`src/rtl/cpu_pkg.sv`:
```
// Shared CPU front-end definitions: NOP encoding, fetch FSM states, reset PC.
package cpu_pkg;

    localparam logic [31:0] NOP_INST         = 32'h0000_0000;
    localparam logic [31:0] DEFAULT_RESET_PC = 32'h0000_0000;

    // REQ: drive request, WAIT: one request outstanding, DROP: discard response
    typedef enum logic [1:0] {
        ST_REQ  = 2'd0,
        ST_WAIT = 2'd1,
        ST_DROP = 2'd2
    } fetch_state_e;

    // Instruction addresses are word aligned; low two bits are ignored
    function automatic logic [31:0] word_align(input logic [31:0] addr);
        return addr & ~32'h0000_0003;
    endfunction

endpackage

```
`src/rtl/fetch_buf.sv`:
```
// One-entry fetch buffer holding {Inst, PC_Plus4, valid} between memory and IF/ID.
module fetch_buf
    import cpu_pkg::*;
(
    input  logic        clock,
    input  logic        reset_n_i,
    input  logic        load_i,
    input  logic        consume_i,
    input  logic        clear_i,
    input  logic [31:0] load_inst_i,
    input  logic [31:0] load_pc_plus4_i,
    output logic [31:0] inst_o,
    output logic [31:0] pc_plus4_o,
    output logic        valid_o
);

    logic [31:0] inst_q;
    logic [31:0] pc_plus4_q;
    logic        valid_q;

    // Clear beats load beats consume; data is zeroed on reset and clear so no stale word survives
    always_ff @(posedge clock) begin
        if (!reset_n_i) begin
            inst_q     <= NOP_INST;
            pc_plus4_q <= '0;
            valid_q    <= 1'b0;
        end else if (clear_i) begin
            inst_q     <= NOP_INST;
            pc_plus4_q <= '0;
            valid_q    <= 1'b0;
        end else if (load_i) begin
            inst_q     <= load_inst_i;
            pc_plus4_q <= load_pc_plus4_i;
            valid_q    <= 1'b1;
        end else if (consume_i) begin
            valid_q    <= 1'b0;
        end
    end

    assign inst_o     = inst_q;
    assign pc_plus4_o = pc_plus4_q;
    assign valid_o    = valid_q;

endmodule

```
`src/rtl/fetch_unit.sv`:
```
// Instruction fetch unit: single-outstanding memory requests, one-entry buffer,
// stall/redirect handling toward the IF/ID pipeline register.
module fetch_unit
    import cpu_pkg::*;
#(
    parameter logic [31:0] RESET_PC = DEFAULT_RESET_PC
) (
    input  logic        clock,
    input  logic        reset_n,
    input  logic        stall,
    input  logic        redirect,
    input  logic [31:0] redirect_pc,
    output logic        imem_req,
    output logic [31:0] imem_addr,
    input  logic        imem_ready,
    input  logic        imem_rvalid,
    input  logic [31:0] imem_rdata,
    output logic [31:0] Inst,
    output logic [31:0] PC_Plus4,
    output logic        IFIDWrite,
    output logic        flush
);

    fetch_state_e state_q, state_d;
    logic [31:0]  pc_q, pc_d;
    logic         buf_valid;
    logic         accept;
    logic         buf_load;

    // Handshake and IF/ID controls; reset forces a bubble and no request
    always_comb begin
        IFIDWrite = reset_n && buf_valid && !stall && !redirect;
        flush     = !reset_n || redirect || (!buf_valid && !stall);
        imem_req  = reset_n && (state_q == ST_REQ) && (!buf_valid || IFIDWrite);
        imem_addr = pc_q;
        accept    = imem_req && imem_ready;
        buf_load  = (state_q == ST_WAIT) && imem_rvalid && !redirect;
    end

    // Next state and pc; pc only advances when a response is kept, redirect overrides it
    always_comb begin
        state_d = state_q;
        pc_d    = pc_q;
        unique case (state_q)
            ST_REQ: begin
                if (accept) state_d = redirect ? ST_DROP : ST_WAIT;
            end
            ST_WAIT: begin
                if (imem_rvalid) begin
                    state_d = ST_REQ;
                    if (!redirect) pc_d = pc_q + 32'd4;
                end else if (redirect) begin
                    state_d = ST_DROP;
                end
            end
            ST_DROP: begin
                if (imem_rvalid) state_d = ST_REQ;
            end
            default: state_d = ST_REQ;
        endcase
        if (redirect) pc_d = word_align(redirect_pc);
    end

    // FSM and pc registers with synchronous active-low reset
    always_ff @(posedge clock) begin
        if (!reset_n) begin
            state_q <= ST_REQ;
            pc_q    <= RESET_PC;
        end else begin
            state_q <= state_d;
            pc_q    <= pc_d;
        end
    end

    fetch_buf u_fetch_buf (
        .clock           (clock),
        .reset_n_i       (reset_n),
        .load_i          (buf_load),
        .consume_i       (IFIDWrite),
        .clear_i         (redirect),
        .load_inst_i     (imem_rdata),
        .load_pc_plus4_i (pc_q + 32'd4),
        .inst_o          (Inst),
        .pc_plus4_o      (PC_Plus4),
        .valid_o         (buf_valid)
    );

endmodule

```
`config.mk`:
```
export PLATFORM = sky130hd
export DESIGN_NAME = fetch_unit
export DESIGN_NICKNAME = d
export VERILOG_FILES = /design/src/rtl/cpu_pkg.sv /design/src/rtl/fetch_buf.sv /design/src/rtl/fetch_unit.sv
export SDC_FILE = /design/constraint.sdc
export NUM_CORES = 1
export LEC_CHECK = 0
export BUFFER_PORTS_ARGS = -buffer_cell sky130_fd_sc_hd__buf_2
export CORE_ASPECT_RATIO = 0.8
export CORE_UTILIZATION = 44
export CTS_CLUSTER_DIAMETER = 80
export CTS_CLUSTER_SIZE = 20
export DETAILED_ROUTE_END_ITERATION = 12
export GPL_TIMING_DRIVEN = 0
export PLACE_DENSITY_LB_ADDON = 0.08
export SYNTH_ARGS = -nofsm -noshare
export SYNTH_HDL_FRONTEND = slang
export SYNTH_SLANG_ARGS = --single-unit
```
`constraint.sdc`:
```
create_clock -name clock -period 2.1 [get_ports clock]
set_input_delay 0.315 -clock clock [delete_from_list [all_inputs] [get_ports clock]]
set_output_delay 0.315 -clock clock [all_outputs]
set_load 0.01 [all_outputs]
```
==> out/results.tsv, run 1 <==
metric	value	unit
Worst-path clk slew	0.07	ns
cell taking the most area after synthesis	dfxtp_1	
Layout Cells excl Fill	865	
DR WL/cell	14.6	um
Setup Skew	0.00717	ns
Initial Util	45.5	%
first-pass GRT wire length	19900	um
fraction of the yosys area taken by sequential cells	43.1	%
worst hold-check path type	input port to flop	
f_max	494	MHz
Worst-Margin Slew	0.561	ns
via density per instance	5.09	
reg-to-reg startpoint	imem_addr[10]	
gr ovfl total	0	
Final Util	60.6	%
Clock Root Buffer	clkbuf_16	
Post-Syn Instances	540	
die area	10400	um^2
Critical Path Source	imem_addr[10]	
GR Util All Layers	24.5	%
total negative slack	0	ns
nets	795	
peak supply drop	0.369	mV
critical path arrival	2.25	ns
Post-Syn Area per Cell	8.17	um^2
Die Span X	114	um
status	finished clean	
DRT Pass-1 Iters	5	
commonest cells in the netlist	95 x dfxtp_1, 91 x nand2_1, 76 x a21oi_1	
Slew headroom	62.6	%
CTS tree	yes	
Port Buf Inserts	162	
worst path required time	2.32	ns
Setup crit end kind	flop	
Synth warnings	0	
Yosys reg bits	95	
Max-cap violations	0	
clk buf depth	2	
Post-Route WL	12600	um
fraction of registers with async set or reset after synthesis	0	%
Final Hold Viols	0	
count of cell types in the netlist	44	
routed via count	4401	
startpoint types	flop	
# fillers	941	
initial DRC count	211	
clk_lat worst skew	0.34	ns
# diodes	0	
CTS Hold Bufs	0	
Setup Crit Path Kind	flop to flop	
Slew Limit Fails	0	
remaining routing DRC violations	0	
Min Hold Slack	0.207	ns
Max H-tree Level	3	
core area	9690	um^2
I/O pin total	169	
Yosys top cell area share	43.1	%
pin count of the biggest net entering global routing	17	
Min-Delay Startpoint	imem_rdata[14]	
Num CTS Buffers	9	
CTS Sinks	95	
Post-DRT Antenna Nets	0	
antenna violations before repair	0	
P per Cell Area	693	nW/um^2
hpwl dp	9330	um
vias in the first global route	3923	
RSZ-0062 raised after global routing	yes	
EDFF count, synth	0	
die height	91.6	um
# setup viols final	0	
# placed instances	841	
layout cells sized above 1	31.4	%
final worst path period need	2.03	ns
num rows	32	
worst-path maximum fanout	10	
Most used DFF post-synth	dfxtp_1	
largest cells by area after synthesis	dfxtp_1 43%, a21oi_1 8.6%, nand2_1 7.7%	
mapped cell area	4410	um^2
final period utilization	96.4	%
top-count cell post-synth	dfxtp_1	
Leakage	0.00249	uW
synthesis-to-layout area growth	33.0	%
GPL Wtd Cong	0.838	
## flip-flops by register name (all words and copies together) (netlist names)
name	flops
u_fetch_buf.pc_plus4_o	30
imem_addr	30
u_fetch_buf.inst_o	32
state_q	2
u_fetch_buf.valid_o	1
## worst paths after layout
check / end / slack [ns] / cells after the start
max: u_fetch_buf.pc_plus4_o[30] / 0.07 / 7
min: u_fetch_buf.inst_o[14] / 0.21 / 3
max reg2reg: u_fetch_buf.pc_plus4_o[30] / 0.07 / 7
min reg2reg: u_fetch_buf.inst_o[21] / 0.45 / 2
## area by class of cell
cell class | count | area (um^2) | area share (%)
plain buffers | 44 | 210 | 3.58
multi-input cells | 397 | 2350 | 40.1
flip-flops and latches | 95 | 1910 | 32.6
repair buffers | 171 | 878 | 15.0
inverters | 6 | 22.5 | 0.384
clock inverters | 7 | 95.1 | 1.62
well taps | 136 | 170 | 2.90
clock buffers | 9 | 225 | 3.84
## per-layer routing
metal | up-vias | share of wire, % | global-route usage [%]
met4 | 0 | 0.63 | 4.98
li1 | 2212 | - | -
met1 | 2064 | 46 | 34.2
met5 | - | 0 | 0
met3 | 6 | 6.9 | 5.87
met2 | 119 | 46 | 38.3
## worst max-delay path, cell delays in order (launching register included)
cell      delay [ns]
dfxtp_1         0.36
buf_4           0.17
nand4_4         0.14
or4_4           0.58
buf_6           0.18
nand4b_1        0.20
xor2_1          0.19
a21oi_1         0.09
## kinds of logic (layout without fill, tap and decap cells)
logic type | count (synthesis) | count (layout) | synth area share, %
other | 1 | 4 | 0.0850
AO/OA/AOI/OAI | 139 | 139 | 16.6
AND/OR/NAND/NOR | 197 | 197 | 23.8
buffers and inverters | 51 | 237 | 5.07
XOR/XNOR | 56 | 56 | 11.1
flip-flops | 95 | 95 | 43.1
adder cells (fa/ha/maj) | 1 | 1 | 0.283
## timing repair
action / CTS / global route
setup endpoints to repair: 25 / 37
resized for setup: 11 / 20
cloned: 0 / 0
setup buffers: 3 / 6
pin swaps: 1 / 4
## layout by cell type (no fill, tap or decap), drive strengths merged, types with 2 or more instances in the layout
| cell | synthesis | routed |
|---|---|---|
| nand3b | 2 | 2 |
| nor4 | 11 | 11 |
| dfxtp | 95 | 95 |
| buf | 13 | 186 |
| conb | 1 | 4 |
| o21ai | 50 | 50 |
| nand4 | 8 | 8 |
| a21oi | 76 | 76 |
| nor3 | 9 | 9 |
| xor2 | 31 | 31 |
| nor3b | 5 | 5 |
| nand3 | 23 | 23 |
| nor2 | 23 | 23 |
| nand2 | 91 | 91 |
| and4 | 2 | 2 |
| clkinv | 1 | 3 |
| a211oi | 10 | 10 |
| nand4b | 2 | 2 |
| bufinv | 0 | 2 |
| clkbuf | 32 | 38 |
| xnor2 | 25 | 25 |
| and3 | 5 | 5 |
| inv | 5 | 7 |
| and2 | 9 | 9 |
| nor2b | 3 | 3 |
## through the flow
stage               area, um^2  setup WS, ns  total power (uW)
global placement          5410        -0.213              2310
CTS                       5790      -0.00426              4080
finish                    5870        0.0746              4070
detailed placement        5410        -0.192              2320
floorplan                 4420        0.0430              2150
global route              5870       -0.0312              4210
## power by group
part | internal, uW | switching, uW | leakage [uW] | total, uW
registers | 1850 | 67.4 | 0.000775 | 1910
clock network | 1050 | 727 | 0.000156 | 1780
logic | 167 | 210 | 0.00156 | 376
total | 3060 | 1000 | 0.00249 | 4070
Power figures use the tool's default switching activity.
==> run 2, diff against run 1 <==
Settings changed: CORE_MARGIN from default to 2, CORE_UTILIZATION 44 to 30.
Clock period 2.1 ns to 1.9 ns, I/O delays scaled along.
==> out/results.tsv, run 2 (same netlist as run 1, synthesis figures left out) <==
metric	value	unit
die height	112	um
GR Util All Layers	18.8	%
Post-DRT Antenna Nets	0	
Leakage	0.00260	uW
hold depth	3	
Storage cell area	1930	um^2
status	finished, violations left	
Final Hold Viols	0	
f_max	522	MHz
final period utilization	101	%
worst-path maximum fanout	5	
R2R depth	7	
Setup Skew	0.00529	ns
synthesis-to-layout area growth	39.0	%
design area	6130	um^2
vias in the first global route	4443	
antenna violations before repair	0	
RSZ-0062 raised after global routing	yes	
routed via count	4420	
commonest non-fill, non-tap cells in the layout	167 x buf_2, 90 x nand2_1, 84 x dfxtp_1, 76 x a21oi_1, 49 x o21ai_0	
Post-Route WL	14900	um
placed cell area	5490	um^2
setup ws final	-0.0140	ns
first-pass GRT wire length	23300	um
Setup WS pre-CTS	-0.425	ns
initial DRC count	194	
remaining routing DRC violations	0	
# setup viols final	1	
Port Buf Inserts	162	
critical path arrival	2.19	ns
core area	14300	um^2
max reg flops	32	
hpwl dp	10800	um
final worst path period need	1.91	ns
pin count of the biggest net entering global routing	14	
reg-to-reg startpoint	imem_addr[9]	
violated checks	negative setup slack	
Multi-input gate area	2420	um^2
startpoint types	flop	
Worst-path clk slew	0.07	ns
Num CTS Buffers	9	
Clock Root Buffer	clkbuf_16	
DRT Pass-1 Iters	4	
CTS Sinks	95	
I/O pin total	169	
Comb pwr share	10.3	%
Die Span X	140	um
Clk pwr share	39.8	%
CTS Hold Bufs	0	
# fillers	1535	
Flop pwr share	49.9	%
Worst-Margin Slew	0.563	ns
die area	15700	um^2
via density per instance	4.77	
R2R Path End	u_fetch_buf.pc_plus4_o[30]	
Max H-tree Level	3	
DR WL/cell	16.0	um
num rows	39	
sink of the worst hold path	u_fetch_buf.inst_o[24]	
P per Cell Area	693	nW/um^2
worst hold-check path type	input port to flop	
Max-cap violations	0	
Sw Share	25.2	%
Slew headroom	62.4	%
reg-to-reg setup timing slack	-0.01	ns
worst path required time	2.18	ns
# diodes	0	
Setup crit end kind	flop	
Slew Limit Fails	0	
peak supply drop	0.442	mV
commonest non-fill, non-tap cell in the layout	buf_2	
clk buf depth	2	
Int Pwr	3180	uW
Initial Util	30.8	%
Min-Delay Startpoint	imem_rdata[24]	
nets	811	
gr ovfl total	0	
Setup Crit Path Kind	flop to flop	
CTS tree	yes	
clk_lat worst skew	0.35	ns
net switching power	1070	uW
layout cells sized above 1	34.2	%
GPL Wtd Cong	0.834	
-- run 2: power by group through the flow --
| stage | Combinational, uW | Clock (uW) | Sequential, uW |
|---|---|---|---|
| after floorplan | 211 | 0 | 2170 |
| after global placement | 420 | 0 | 2160 |
| after detailed placement | 424 | 0 | 2160 |
| after CTS | 434 | 1750 | 2120 |
| after global routing | 487 | 1840 | 2130 |
| final | 439 | 1690 | 2120 |
-- run 2: layout make-up --
class | instances | share of cell area, %
Multi-Input combinational cell | 397 | 39.5
Sequential cell | 95 | 31.5
Timing Repair Buffer | 189 | 17.0
Clock buffer | 13 | 4.24
Tap cell | 184 | 3.75
Buffer | 42 | 3.55
Inverter | 6 | 0.367
Clock inverter | 1 | 0.0816
-- run 2: timing repair --
action | 4_1_cts | 5_1_grt
buffers inserted | 18 | 8
pin swaps | 10 | 17
endpoints found under the setup margin | 78 | 42
cloned | 1 | 0
gates resized for setup | 28 | 21
-- run 2: how the worst max path moves through the flow --
| stage | cells after the start | slack, ns | startpoint | end |
|---|---|---|---|---|
| 6_report | 7 | -0.01 | imem_addr[9] | u_fetch_buf.pc_plus4_o[30] |
| 3_3_place_gp | 5 | -0.44 | state_q[1] | u_fetch_buf.pc_plus4_o[22] |
| 3_5_place_dp | 5 | -0.42 | state_q[1] | u_fetch_buf.pc_plus4_o[24] |
| 4_1_cts | 7 | -0.03 | imem_addr[2] | u_fetch_buf.pc_plus4_o[30] |
| 2_1_floorplan | 7 | 0.006 | imem_addr[9] | imem_addr[22] |
| 5_1_grt | 7 | -0.09 | imem_addr[9] | u_fetch_buf.pc_plus4_o[30] |
-- run 2: routing by layer --
layer | global-route usage, % | vias up | wire length, um
met5 | 0 | - | 0
met4 | 4.20 | 0 | 98
met3 | 6.06 | 6 | 888
met2 | 29.9 | 109 | 6790
met1 | 25.1 | 2073 | 7090
li1 | - | 2232 | -
-- run 2: metrics by stage --
stage / power (uW) / instances / TNS, ns / util [%] / hold slack, ns
6_report: 4250 / 927 / -0.0140 / 42.7 / 0.170
3_5_place_dp: 2580 / 889 / -15.83 / 38.3 / 0.444
3_3_place_gp: 2580 / 889 / -15.15 / 38.3 / 0.440
2_1_floorplan: 2380 / 543 / 0 / - / 0.421
5_1_grt: 4460 / 927 / -0.365 / 42.7 / 0.168
4_1_cts: 4300 / 920 / -0.0638 / 41.8 / 0.158
-- run 2: critical path, cell delays in order (launching register included) --
cell and delay, ns:
dfxtp_2 0.34, buf_8 0.11, nand4_4 0.10, or4_4 0.61
buf_8 0.18, nand4b_1 0.18, xor2_1 0.17, a21oi_1 0.16
